**config.mk**
```make
export PLATFORM = sky130hd
export DESIGN_NAME = onehot_ring_tracker
export DESIGN_NICKNAME = d
export VERILOG_FILES = /design/src/rtl/onehot_ring_tracker.sv
export SDC_FILE = /design/constraint.sdc
export NUM_CORES = 1
export LEC_CHECK = 0
export BUFFER_PORTS_ARGS = -buffer_cell sky130_fd_sc_hd__buf_2
export CAP_MARGIN = 20
export CORE_AREA = 3 3 58 60
export CTS_CLUSTER_DIAMETER = 120
export DETAILED_ROUTE_END_ITERATION = 6
export DIE_AREA = 0 0 61 63
export GPL_TIMING_DRIVEN = 0
export PLACE_DENSITY = 0.65
export SLEW_MARGIN = 20
export SYNTH_ARGS = -nofsm -noshare
export SYNTH_HDL_FRONTEND = slang
export SYNTH_SLANG_ARGS = --single-unit
```
**constraint.sdc**
```tcl
create_clock -name clk -period 2.3 [get_ports clk]
set_input_delay 0.345 -clock clk [delete_from_list [all_inputs] [get_ports clk]]
set_output_delay 0.345 -clock clk [all_outputs]
set_load 0.02 [all_outputs]
```
**src/rtl/onehot_ring_tracker.sv**
```systemverilog
`default_nettype none
// ============================================================================
// Module   : onehot_ring_tracker
// Brief    : Receive-side checker for a 3-bit one-hot ring generator
//            (000->001->010->100->000). Locks onto the sequence, decodes the
//            ring position, counts wraps, flags divergence and enable
//            starvation.
// Options  : define TRACKER_SVA_EN to compile in the embedded properties.
// Revision : 1.0 - initial release
// ============================================================================
module onehot_ring_tracker #(
  parameter int CNT_W     = 8,
  parameter int MAX_STALL = 16
) (
  input  logic             clk,
  input  logic             rst,
  input  logic             en_in,
  input  logic [2:0]       state_in,
  input  logic             clr,
  output logic             locked,
  output logic [1:0]       phase,
  output logic             err,
  output logic             err_pulse,
  output logic [CNT_W-1:0] wrap_cnt,
  output logic             stall
);

  localparam logic [1:0] ST_UNLOCKED = 2'd0;
  localparam logic [1:0] ST_LOCKED   = 2'd1;
  localparam logic [1:0] ST_ERROR    = 2'd2;

  // Stall counter is 8 bits wide so it covers the full 1..255 range.
  localparam logic [7:0]       STALL_MAX = 8'(MAX_STALL);
  localparam logic [CNT_W-1:0] WRAP_MAX  = {CNT_W{1'b1}};

  logic [1:0] state;
  logic [1:0] state_nxt;
  logic [2:0] exp_val;
  logic [7:0] stall_cnt;
  logic       match;

  // Successor of a legal ring value; illegal values map to 000.
  function automatic logic [2:0] ring_next(input logic [2:0] x);
    case (x)
      3'b000:  ring_next = 3'b001;
      3'b001:  ring_next = 3'b010;
      3'b010:  ring_next = 3'b100;
      3'b100:  ring_next = 3'b000;
      default: ring_next = 3'b000;
    endcase
  endfunction

  assign match = (state_in == exp_val);

  // FSM state register.
  always_ff @(posedge clk) begin
    if (rst) state <= ST_UNLOCKED;
    else     state <= state_nxt;
  end

  // Next-state logic: clr beats every transition, ERROR only exits via clr.
  always_comb begin
    state_nxt = state;
    if (clr) begin
      state_nxt = ST_UNLOCKED;
    end else begin
      case (state)
        ST_UNLOCKED: if (state_in == 3'b000) state_nxt = ST_LOCKED;
        ST_LOCKED:   if (!match)             state_nxt = ST_ERROR;
        ST_ERROR:    state_nxt = ST_ERROR;
        default:     state_nxt = ST_UNLOCKED;
      endcase
    end
  end

  // Tracking datapath: expected value, error flags, wrap and stall counters.
  always_ff @(posedge clk) begin
    if (rst || clr) begin
      exp_val   <= 3'b000;
      err       <= 1'b0;
      err_pulse <= 1'b0;
      wrap_cnt  <= '0;
      stall_cnt <= 8'd0;
    end else begin
      err_pulse <= 1'b0;
      case (state)
        ST_UNLOCKED: begin
          stall_cnt <= 8'd0;
          if (state_in == 3'b000) exp_val <= en_in ? 3'b001 : 3'b000;
        end
        ST_LOCKED: begin
          if (en_in)                     stall_cnt <= 8'd0;
          else if (stall_cnt != STALL_MAX) stall_cnt <= stall_cnt + 8'd1;
          if (match) begin
            if (en_in) exp_val <= ring_next(exp_val);
            if (en_in && exp_val == 3'b100 && wrap_cnt != WRAP_MAX)
              wrap_cnt <= wrap_cnt + 1'b1;
          end else begin
            err       <= 1'b1;
            err_pulse <= 1'b1;
          end
        end
        default: begin
          // ERROR: everything frozen until clr or rst.
        end
      endcase
    end
  end

  // Outputs decoded purely from registered state.
  always_comb begin
    locked = (state == ST_LOCKED);
    stall  = (stall_cnt == STALL_MAX);
    case (exp_val)
      3'b001:  phase = 2'd1;
      3'b010:  phase = 2'd2;
      3'b100:  phase = 2'd3;
      default: phase = 2'd0;
    endcase
  end

`ifdef TRACKER_SVA_EN
  a_exp_onehot0: assert property (@(posedge clk) disable iff (rst) $onehot0(exp_val));
  a_pulse_err:   assert property (@(posedge clk) disable iff (rst) err_pulse |-> err);
  a_lock_noerr:  assert property (@(posedge clk) disable iff (rst) locked |-> !err);
  m_in_onehot0:  assume property (@(posedge clk) disable iff (rst) locked |-> $onehot0(state_in));
  c_wrap_two:    cover property (@(posedge clk) disable iff (rst) wrap_cnt == CNT_W'(2));
  c_stall:       cover property (@(posedge clk) disable iff (rst) stall);
`endif

endmodule
`default_nettype wire

```
Word-level counts from Yosys, hierarchy flattened
Cells that the tools add are included.
- input bits: 7
- bits in writable memories: 0
- word-level logic and storage cells: 52
- bits in read-only memories: 0
- memories kept: 0
- latch bits: 0
- register bits: 23
- output and inout bits: 14
- reductions and logical operators: 14
- div/mod/pow operators: 0
- eq/ne operators: 14
- bitwise gates (word level): 2
- magnitude comparators: 0
- shifts and indexed selects: 0
- multipliers: 0
- mux-type cells: 14
- $add $sub $neg: 2
- operator list (operator ; number):
    $add A8 B1 Y8 const B ; 2
    $mux W8 ; 2
    $pmux W8 S2 ; 1
    $pmux W2 S3 ; 2
    $mux W3 ; 3
    $pmux W3 S3 ; 1
    $eq A8 B5 Y1 const B ; 1
    $ne A8 B5 Y1 const B ; 1
    $ne A8 B8 Y1 const B ; 1
    $logic_not A3 Y1 ; 2
    $ne A2 B2 Y1 const B ; 3
    $pmux W3 S2 ; 1
    $reduce_and A2 Y1 ; 3
    $mux W2 ; 2
    $reduce_and A4 Y1 ; 1
    $reduce_or A2 Y1 ; 2
    $eq A3 B1 Y1 const B ; 1
    $eq A3 B2 Y1 const B ; 1
    $eq A3 B3 Y1 ; 1
    $eq A3 B3 Y1 const B ; 1
    $ne A3 B2 Y1 const B ; 1
    $reduce_and A3 Y1 ; 1
    $eq A2 B1 Y1 const B ; 1
    $eq A2 B2 Y1 const B ; 1
    other kinds (7) ; 10

Logic depth before layout (Yosys ltp)
- word-level depth: 5
- mapped depth: 6
- gate-level depth less buffers: 6

Worst setup path after synthesis
Ideal clock, no wire load.
- kind: register to register
- start point: register state[1]
- end point: register exp_val[2]
- required time: 2.183 ns
- data arrival time: 1.568 ns
- setup slack: 0.614 ns
- buffers on the path: 0
- cell stages (with the launch flop): 7
- period minus slack after synthesis: 1.686 ns
- library setup time: 0.117 ns
- path through: dfxtp_1 -> inv_1 -> ha_1 -> nor2_1 -> nor3_1 -> nand2_1 -> a32o_1
- longest elaborated chain between the ends: 3
- elaborated cells on any way between the ends: 8
- those cells by class: eq/ne (4); mux (1); reduce/logical (3)
- ends and longest elaborated chain (item ; RTL line ; source):
    start, declared ; 36 ; logic [1:0] state;
    start signal, assigned ; 58 ; else state <= state_nxt;
    $eq A2 B1 Y1 (*) ; n/a ;
    net locked ; 20 ; output logic locked,
    $ne A2 B1 Y1 (no line), or another cell as far along ; n/a ;
    $reduce_and A4 Y1 (no line) ; n/a ;
    end signal, assigned ; 89 ; if (state_in == 3'b000) exp_val <= en_in ? 3'b001 : 3'b000;
    end signal, assigned ; 95 ; if (en_in) exp_val <= ring_next(exp_val);
    end, declared ; 38 ; logic [2:0] exp_val;
Mark *: on every way through the listed nets, which the timed path passes. The rest lies on a longest branch.
A chain may end at the register's enable or synchronous reset.

Worst setup path after layout
- start point: register stall_cnt[0]
- end point: output port stall
- longest elaborated chain between the ends: 1
- ends and longest elaborated chain (item ; RTL line ; source):
    start, declared ; 39 ; logic [7:0] stall_cnt;
    start signal, assigned ; 93 ; else if (stall_cnt != STALL_MAX) stall_cnt <= stall_cnt + 8'd1;
    $eq A8 B5 Y1 ; 113 ; stall = (stall_cnt == STALL_MAX);
    end, declared ; 25 ; output logic stall
No other way between the ends.

==> results.sh <==
export IMPL_outcome="completed"
export IMPL_cp_max_fo=6
export IMPL_slew_headroom_pct=68.7
export IMPL_h_tree_depth=1
export IMPL_yosys_area_top_type="dfxtp_1"
export IMPL_p_total_w=0.000650
export IMPL_dp_hpwl_mm=2.15
export IMPL_ys_warn_count=0
export IMPL_crit_cells=5
export IMPL_ys_ff_latch=23
export IMPL_tightestPinTransition_ps=467
export IMPL_nets=181
export IMPL_cp_top_family="simple AND/OR/NAND/NOR gates"
export IMPL_start_kind="flip-flop"
export IMPL_drt_pre_antenna_iters=4
export IMPL_power_density_nw_per_um2=436
export IMPL_cts_root_buf="clkbuf_4"
export IMPL_postSynthCellCount=144
export IMPL_ios=21
export IMPL_clock_sinks=23
export IMPL_grt_pass1_wl_mm=4.80
export IMPL_synth_cell_type_count=43
export IMPL_crit_path_top_delay_cell="dfxtp_1"
export IMPL_grt_remaining_overflow=0
export IMPL_post_cts_buffers=0
export IMPL_num_antenna_cells=0
export IMPL_cp_data_arrival_time_ps=1640
export IMPL_setup_ws_ps=314
export IMPL_place_ws_ps=443
export IMPL_synth_area_leaders="dfxtp_1 35%, xnor2_4 6.3%, ha_1 4.7%"
export IMPL_fp_dieW_um=61
export IMPL_period_needed_ps=1990
export IMPL_die_y_um=63
export IMPL_num_vias=1143
export IMPL_clk_path_buf_depth=2
export IMPL_drt_total_wl_mm=2.76
export IMPL_area_delta_synth_final_pct=12.8
export IMPL_fp_coreArea_um2=2980
export IMPL_avgSynthCellArea_um2=9.18
export IMPL_antenna_found_initial=0
export IMPL_finalMaxSlewViolations=0
export IMPL_path_class="flip-flop to output port"
export IMPL_path_buf_inv=2
export IMPL_grt_use_met3_pct=2.69
export IMPL_ir_drop_uv=368
export IMPL_ys_seq_area_share_pct=34.8
export IMPL_cts_tree="yes"
export IMPL_hold_viol_final=0
export IMPL_synth_most_common_cell="dfxtp_1"
export IMPL_fin_crit_sh_pct=86.3
export IMPL_port_buffers=20
export IMPL_grt_pass1_vias=1099
export IMPL_use_met1_pct=19.7
export IMPL_syn_nets=156
export IMPL_cap_violations=0
export IMPL_synth_cell_area_um2=1320
export IMPL_fin_worst_skew_ps=0.872
export IMPL_clk_latency_ps=300
export IMPL_num_rows=20
export IMPL_rsz0062_at_grt="false"
export IMPL_synthTopCellsByCount="23 x dfxtp_1, 13 x nor2_1, 11 x a21oi_1, 8 x inv_1, 8 x nand2_1"
export IMPL_ff2ff_path_depth=6
export IMPL_min_path_type="input port to flip-flop"
export IMPL_synthArstFlopShare_pct=0
export IMPL_drc=0
export IMPL_die_area_um2=3840
export IMPL_leakage_nw=0.530
export IMPL_initial_utilization_pct=44.4
export IMPL_slowest_delay_ps=380
export IMPL_drive_above_1_share_pct=23.8
export IMPL_post_cts_resized=0
export IMPL_top_usage_layer="met2"
export IMPL_setup_violations_final=0
export IMPL_wl_per_cell_um=13.7
export IMPL_crit_chain="inv_1 > ha_1 > nor4b_1 > and3_1 > buf_2"
export IMPL_r2r_setup_slack_ps=430
export IMPL_worstHoldPathCells=3
export IMPL_drtAntennaViolNets=0
export IMPL_cts_made_buffers=3
export IMPL_drt_iter0_markers=38
export IMPL_synth_flop_cell="dfxtp_1"
export IMPL_cp_end_kind="output port"
export IMPL_crit_required_ps=1960
export IMPL_vias_per_cell=5.69
export IMPL_grt_start_max_net_pins=14
export IMPL_max_freq_ghz=0.504
export IMPL_path_clk_slew_ps=130
export IMPL_use_met2_pct=27.7
export IMPL_yosysTopAreaCellShare_pct=34.8
export IMPL_track_usage_pct=15.7
export IMPL_cts_hold_buffers_added=0
export IMPL_gp_congestion=0.756
export IMPL_synth_edf_count=0
export IMPL_setup_tns_ps=0
==> tightest hold or removal path, cell delays in order <==
cell and delay [ps]:
buf_2 90, or3_1 90, mux2i_1 60
==> final timing paths <==
kind,startpoint,end
max,stall_cnt[0],stall
min,rst,wrap_cnt[6]
max reg2reg,state[1],exp_val[1]
min reg2reg,err,err
==> metal layers <==
metal | vias to the layer above | share of wire (%) | wire length, µm
met3 | 2 | 3.7 | 102
li1 | 577 | - | -
met5 | - | 0 | 0
met2 | 24 | 52 | 1440
met4 | 0 | 0.69 | 19
met1 | 540 | 43 | 1190
==> flip-flops by register name (all words and copies together), names as in the netlist <==
| register | count |
|---|---|
| err | 1 |
| err_pulse | 1 |
| exp_val | 3 |
| stall_cnt | 8 |
| state | 2 |
| wrap_cnt | 8 |
==> cell type report <==
class,count,area [µm²]
Buffer,6,46.3
Clock buffer,3,22.5
Clock inverter,1,5.00
Fill cell,279,1490
Inverter,8,30.0
Multi-Input combinational cell,107,785
Sequential cell,23,460
Tap cell,33,41.3
Timing Repair Buffer,20,100
==> per-stage QoR <==
| step | instances | instance area [µm²] | util, % | hold slack (ps) |
|---|---|---|---|---|
| floorplan | 144 | 1320 | - | 460 |
| global placement | 197 | 1460 | 49.1 | 430 |
| detailed placement | 197 | 1460 | 49.1 | 445 |
| CTS | 201 | 1490 | 50.0 | 306 |
| global route | 201 | 1490 | 50.0 | 335 |
| finish | 201 | 1490 | 50.0 | 310 |
==> power breakdown <==
group          total (W)  switching [W]  internal (W)
logic          0.0000609      0.0000348     0.0000261
registers       0.000401     0.00000113      0.000400
clock network   0.000188       0.000123     0.0000649
total           0.000650       0.000159      0.000491
==> logic make-up after synthesis <==
group | share of synthesized area (%)
buffers and inverters | 5.78
adder cells (fa/ha/maj) | 4.73
AO/OA/AOI/OAI | 15.8
AND/OR/NAND/NOR | 25.6
multiplexers | 2.37
flip-flops | 34.8
XOR/XNOR | 10.9
==> cells in the final DEF (no fill, tap or decap), types with 3 or more instances in the layout <==
cell | Yosys | final
buf_6 | 3 | 3
o21ai_0 | 4 | 4
nor2_1 | 13 | 13
nor3b_1 | 4 | 4
nor3_1 | 3 | 3
a21oi_1 | 11 | 11
dfxtp_1 | 23 | 23
ha_1 | 5 | 5
nand2_1 | 8 | 8
clkbuf_4 | 0 | 3
nand3_1 | 5 | 5
buf_2 | 1 | 21
xnor2_1 | 5 | 5
nand4_1 | 4 | 4
or3_1 | 4 | 4
inv_1 | 8 | 8
or4_1 | 5 | 5
o31ai_1 | 4 | 4
xnor2_4 | 3 | 3
No activity file was read; power rests on OpenSTA's default activity.
